==> config.mk <==
export PLATFORM = sky130hd
export DESIGN_NAME = boid_frame_sched
export DESIGN_NICKNAME = d
export VERILOG_FILES = /design/src/rtl/boid_sched_pkg.sv /design/src/rtl/boid_frame_sched_rd_tag_pipe.sv /design/src/rtl/boid_frame_sched.sv
export SDC_FILE = /design/constraint.sdc
export NUM_CORES = 1
export LEC_CHECK = 0
export BUFFER_PORTS_ARGS = -buffer_cell sky130_fd_sc_hd__buf_4
export CAP_MARGIN = 20
export CORE_MARGIN = 4
export CORE_UTILIZATION = 50
export DETAILED_ROUTE_END_ITERATION = 16
export GPL_TIMING_DRIVEN = 0
export PLACE_DENSITY = 0.86
export SETUP_SLACK_MARGIN = 0.15
export SYNTH_ARGS = -nofsm -noshare
export SYNTH_HDL_FRONTEND = slang
export SYNTH_SLANG_ARGS = --single-unit
==> constraint.sdc <==
create_clock -name clk -period 1.8 [get_ports clk]
set_input_delay 0.36 -clock clk [delete_from_list [all_inputs] [get_ports clk]]
set_output_delay 0.36 -clock clk [all_outputs]
set_load 0.02 [all_outputs]
==> src/rtl/boid_sched_pkg.sv <==
// Shared types for the boid frame scheduler: FSM states, read-tag kinds and the
// tag record that travels alongside each memory read.
package boid_sched_pkg;

    localparam int WB_STAGES = 7;

    typedef enum logic [2:0] {
        IDLE,
        SELF_RD,
        ITER,
        DRAIN,
        WB,
        WRITE,
        DONE
    } sched_state_t;

    typedef enum logic {
        SELF,
        NBR
    } rd_kind_t;

    typedef struct packed {
        logic     valid;
        rd_kind_t kind;
    } rd_tag_t;

endpackage

==> src/rtl/boid_frame_sched_rd_tag_pipe.sv <==
// RD_LAT-deep delay line that tells the datapath what the returning read data is.
// It always advances, so tags drain even while the memory port is stalled.
module rd_tag_pipe
    import boid_sched_pkg::*;
#(
    parameter int RD_LAT = 1
) (
    input  logic    clk,
    input  logic    clr,
    input  rd_tag_t tag_in,
    output rd_tag_t tag_out
);

    rd_tag_t stages [RD_LAT];

    // NOTE: this is a handful of flops, not a RAM, so clearing every stage is cheap
    // and keeps stale tags from strobing the datapath after an aborted frame.
    always_ff @(posedge clk) begin
        if (clr) begin
            for (int s = 0; s < RD_LAT; s++) begin
                stages[s] <= '0;
            end
        end else begin
            stages[0] <= tag_in;
            for (int s = 1; s < RD_LAT; s++) begin
                stages[s] <= stages[s-1];
            end
        end
    end

    assign tag_out = stages[RD_LAT-1];

endmodule

==> src/rtl/boid_frame_sched.sv <==
// Frame sequencer for the boid datapath: self read, neighbour sweep, writeback, store.
// Define BOID_SCHED_PERF_EN to add the frame_cycles / stall_cycles counters.
module boid_frame_sched
    import boid_sched_pkg::*;
#(
    parameter int N_BOIDS = 2,
    parameter int RD_LAT  = 1,
    parameter int IDX_W   = $clog2(N_BOIDS)
) (
    input  logic                 clk,
    input  logic                 reset,
    input  logic                 start,
    input  logic                 stall,
    output logic                 busy,
    output logic                 done,
    output logic [IDX_W-1:0]     which_boid,
    output logic                 mem_rd_en,
    output logic [IDX_W-1:0]     mem_rd_addr,
    output logic                 mem_wr_en,
    output logic                 r_en_tot,
    output logic                 r_en_itr,
    output logic                 acc_clr,
    output logic [WB_STAGES-1:0] wb_en
`ifdef BOID_SCHED_PERF_EN
    ,
    output logic [31:0]          frame_cycles,
    output logic [31:0]          stall_cycles
`endif
);

    localparam logic [IDX_W-1:0] LAST_IDX = IDX_W'(N_BOIDS - 1);

    sched_state_t     state_q, state_d;
    logic [IDX_W-1:0] i_q, i_d;
    logic [IDX_W-1:0] j_q, j_d;
    logic [2:0]       cnt_q, cnt_d;
    rd_tag_t          tag_in, tag_out;

    logic [IDX_W-1:0] last_j;
    logic [IDX_W-1:0] j_inc;
    logic [IDX_W-1:0] j_step;

    // The neighbour sweep never visits i, so the final j drops by one for the last boid.
    assign last_j = (i_q == LAST_IDX) ? IDX_W'(N_BOIDS - 2) : LAST_IDX;
    assign j_inc  = j_q + IDX_W'(1);
    assign j_step = (j_inc == i_q) ? j_inc + IDX_W'(1) : j_inc;

    // NOTE: every output and next-state value gets a default before the case,
    // so no path leaves a variable unassigned and no latch is inferred.
    always_comb begin
        state_d     = state_q;
        i_d         = i_q;
        j_d         = j_q;
        cnt_d       = cnt_q;
        mem_rd_en   = 1'b0;
        mem_rd_addr = '0;
        mem_wr_en   = 1'b0;
        acc_clr     = 1'b0;
        wb_en       = '0;
        done        = 1'b0;
        tag_in      = '{valid: 1'b0, kind: SELF};

        unique case (state_q)
            IDLE: begin
                if (start) begin
                    state_d = SELF_RD;
                    i_d     = '0;
                    j_d     = '0;
                end
            end
            SELF_RD: begin
                if (!stall) begin
                    mem_rd_en   = 1'b1;
                    mem_rd_addr = i_q;
                    acc_clr     = 1'b1;
                    tag_in      = '{valid: 1'b1, kind: SELF};
                    j_d         = (i_q == '0) ? IDX_W'(1) : '0;
                    state_d     = ITER;
                end
            end
            ITER: begin
                if (!stall) begin
                    mem_rd_en   = 1'b1;
                    mem_rd_addr = j_q;
                    tag_in      = '{valid: 1'b1, kind: NBR};
                    if (j_q == last_j) begin
                        state_d = DRAIN;
                        cnt_d   = '0;
                    end else begin
                        j_d = j_step;
                    end
                end
            end
            DRAIN: begin
                // The last neighbour tag reaches the pipe output on the final drain cycle.
                if (cnt_q == 3'(RD_LAT - 1)) begin
                    state_d = WB;
                    cnt_d   = '0;
                end else begin
                    cnt_d = cnt_q + 3'd1;
                end
            end
            WB: begin
                wb_en = WB_STAGES'(1) << cnt_q;
                if (cnt_q == 3'(WB_STAGES - 1)) begin
                    state_d = WRITE;
                    cnt_d   = '0;
                end else begin
                    cnt_d = cnt_q + 3'd1;
                end
            end
            WRITE: begin
                if (!stall) begin
                    mem_wr_en = 1'b1;
                    if (i_q == LAST_IDX) begin
                        state_d = DONE;
                    end else begin
                        i_d     = i_q + IDX_W'(1);
                        state_d = SELF_RD;
                    end
                end
            end
            DONE: begin
                done    = 1'b1;
                state_d = IDLE;
            end
            default: state_d = IDLE;
        endcase

        // A reset cycle aborts the frame without touching memory or the datapath.
        if (reset) begin
            mem_rd_en = 1'b0;
            mem_wr_en = 1'b0;
            acc_clr   = 1'b0;
            wb_en     = '0;
            done      = 1'b0;
        end
    end

    // NOTE: state registers use non-blocking assignments so every flop samples
    // the pre-edge values regardless of statement order.
    always_ff @(posedge clk) begin
        if (reset) begin
            state_q <= IDLE;
            i_q     <= '0;
            j_q     <= '0;
            cnt_q   <= '0;
        end else begin
            state_q <= state_d;
            i_q     <= i_d;
            j_q     <= j_d;
            cnt_q   <= cnt_d;
        end
    end

    rd_tag_pipe #(
        .RD_LAT (RD_LAT)
    ) u_tag_pipe (
        .clk     (clk),
        .clr     (reset),
        .tag_in  (tag_in),
        .tag_out (tag_out)
    );

    assign r_en_tot   = tag_out.valid && (tag_out.kind == SELF);
    assign r_en_itr   = tag_out.valid && (tag_out.kind == NBR);
    assign busy       = (state_q != IDLE);
    assign which_boid = i_q;

`ifdef BOID_SCHED_PERF_EN
    always_ff @(posedge clk) begin
        if (reset || (state_q == IDLE && start)) begin
            frame_cycles <= '0;
            stall_cycles <= '0;
        end else if (busy) begin
            if (frame_cycles != '1) begin
                frame_cycles <= frame_cycles + 32'd1;
            end
            if (stall && (state_q inside {SELF_RD, ITER, WRITE}) && (stall_cycles != '1)) begin
                stall_cycles <= stall_cycles + 32'd1;
            end
        end
    end
`endif

endmodule

==> results_dict.tcl <==
set metrics [dict create \
    ctsRootBufferMaster "clkbuf_4" \
    synth.avg_cell_area_um2 7.62 \
    clock_insertion_delay_worst_skew_ps 280 \
    fin_setup_tns_ps -491 \
    sequential_to_total_area_share_from_yosys_stat 0.263 \
    top_level_ports 20 \
    timing.slew.headroom 0.547 \
    post-route-period-util 1.07 \
    last_element_of_the_critical_path "wb_en[6]" \
    detail_route.iter0.violations 39 \
    antenna_violations_before_repair 0 \
    critical_path.max_stage_delay_ps 310 \
    reg2reg_to "state_q[1]" \
    hold_viol 0 \
    worstPathRequired_ps 1440 \
    worst_hold_slack_ps 330 \
    syn_to_final_growth_pct 64.2 \
    route.detailed.drc 0 \
    floorplan.die.height_um 47.0 \
    clock-skew-final_ps 3.76 \
    synthFlopType "dfxtp_1" \
    utilization 0.916 \
    rows 13 \
    drive_gt1_frac 0.467 \
    layout.cell_area.non_filler_mm2 0.00125 \
    drtAntennaViolNets 0 \
    fp.dieArea_mm2 0.00221 \
    num_vias 956 \
    synth_enable_flop_cells 0 \
    totalWireLength_um 2940 \
    diodes 0 \
    final_max_slew_viol_count 0 \
    cts.path.max_buffers 2 \
    clock-sinks 10 \
    crit_path_cell_trace "buf_6 > or2b_4 > nor3_2 > and3_1 > buf_4" \
    worst_r2r_startpoint "state_q[2]" \
    overflow 0 \
    detailedPlacementHpwl_um 1380 \
    grt_usage 0.248 \
    detailedPlace.worstSlack_ps -0.445 \
    layout.cells.most_common "buf_4" \
    failing_checks "negative setup slack" \
    grt_start_max_net_pins 11 \
    final_setup_violation_count 9 \
    max-cap-violations 0 \
    post_synth_instance_area_um2 762 \
    seq_area_um2 206 \
    crit_type "register to output pin" \
    grt_pass1_vias 804 \
    gp_routability_congestion 0.812 \
    finalNetCount 145 \
    timing.critical_path.slowest_stage_cell "dfxtp_1" \
    worst_setup_path_end_kind "output pin" \
    crit_path_max_fanout 4 \
    power.density_cell_area_mw_per_mm2 1170 \
    worstMarginPinSlew_ps 680 \
    timing.reg2reg.setup_slack_ps -10 \
    floorplan.die.width_um 47.0 \
    cts_inserted_buffers 3 \
    timing.critical_path.from_type "register" \
    worst_setup_path_startpoint "state_q[1]" \
    synth-seq-cells 10 \
    layout_min_cycle_time_ps 1930 \
    mappedNetlistNets 109 \
    grt_first_pass_wirelength_um 3720 \
    vdd.ir_drop.worst_mv 1.05 \
    timing.fmax_mhz 519 \
    multi_input_area_um2 606 \
    tritoncts "done" \
    final.setup.worst_slack_ps -128 \
    synth_cell_types 34 \
    p_leak_nw 0.550 \
    worst_r2r_path_depth 7 \
    post_detailed_route_wirelength_per_cell_um 19.6 \
    outcome "finished with violations" \
    numPortBuffers 19 \
    cts.htree.levels 1 \
    worst_ep_arrival_time_ps 1570 \
    ys.warnings.count 0 \
    post_synth_inst_count 100 \
    avgViaCountPerCell 6.37 \
    starting_density_of_the_core 0.558 \
    first_pass_iters 4 \
    setup_repair_after_global_routing_missed_its_margin "yes" \
    core_area_mm2 0.00137 \
    ys_async_sr_fraction 0 \
    clkSlewWorstSetupHoldPaths_ps 70 \
    final_cell_mix "buf_4 (20), buf_6 (12), nor2_1 (11)" \
    post_dp_cell_area_um2 941 \
    n_fill_cell 55 \
    timing.hold.worst.class "input port to register" \
]
sequential cells by signal (all words and copies together), names as in the netlist:
name	flops
cnt_q	3
state_q	3
u_tag_pipe.stages	2
j_q	1
which_boid	1
report_power, final:
group | internal [mW] | switching (mW) | leakage [nW]
Sequential | 0.262 | 0.0302 | 0.0828
Clock | 0.123 | 0.0918 | 0.0210
Combinational | 0.451 | 0.504 | 0.446
synth_stat cells, types with 2 or more instances:
master | count | area, µm²
nor2_1 | 13 | 48.8
ha_1 | 5 | 62.6
inv_1 | 6 | 22.5
nand2_1 | 5 | 18.8
nor4_1 | 5 | 31.3
nor3_1 | 10 | 50.1
a21oi_1 | 5 | 25.0
dfxtp_1 | 10 | 200
mux2i_1 | 2 | 20.0
nor2b_1 | 2 | 12.5
and2_1 | 5 | 31.3
a22oi_1 | 2 | 15.0
and3_1 | 3 | 18.8
o21ai_0 | 2 | 10.0
or4_1 | 2 | 15.0
buf_6 | 2 | 22.5
clkbuf_1 | 3 | 11.3
nand2b_1 | 2 | 12.5
kinds of logic (layout without fill, tap and decap cells):
group	after synthesis	in the layout	synth area share
flops	10	10	0.263
compound gates	16	16	0.140
xor+xnor	1	1	0.0115
simple gates	51	51	0.371
fa+ha+maj	5	5	0.0821
mux	3	3	0.0411
buf+inv	14	49	0.0919
per-stage QoR:
stage / power (mW) / std cells
detailed placement: 0.838 / 134
global placement: 0.821 / 134
finish: 1.46 / 150
global route: 1.53 / 150
CTS: 1.21 / 145
floorplan: 0.710 / 100
layout make-up:
type                       count  share of cell area
multi-input combinational     76               0.484
timing repair buffer          31               0.232
tap                           15              0.0150
sequential                    10               0.165
inverter                       7              0.0210
buffer                         7              0.0540
clock buffer                   4              0.0290
worst min path at each step:
| stage | start | endpoint | cells past startpoint | slack (ps) |
|---|---|---|---|---|
| floorplan | reset | u_tag_pipe.stages[0][0] | 1 | 440 |
| detailed placement | cnt_q[1] | cnt_q[1] | 2 | 490 |
| finish | reset | u_tag_pipe.stages[0][0] | 2 | 330 |
| global placement | cnt_q[1] | cnt_q[1] | 2 | 480 |
| CTS | reset | u_tag_pipe.stages[0][0] | 2 | 330 |
| global route | reset | u_tag_pipe.stages[0][0] | 2 | 340 |
critical path: cells and delay by family, from the launching register on:
| kind | cells | cell delay, ps |
|---|---|---|
| flip-flops | 1 | 310 |
| AND/OR/NAND/NOR | 3 | 710 |
| buffers and inverters | 2 | 270 |
routing by layer:
layer  share of wire  global-route usage
met5               0                   0
met4           0.052               0.210
met3           0.079              0.0651
met2            0.48               0.382
met1            0.38               0.283
timing repair:
item                       CTS  global route
gates resized for setup     16            24
hold buffers                 0             0
pin swaps                    4             4
setup endpoints to repair   15            19
setup buffers                7             5
No activity file was read; power rests on OpenSTA's default activity.
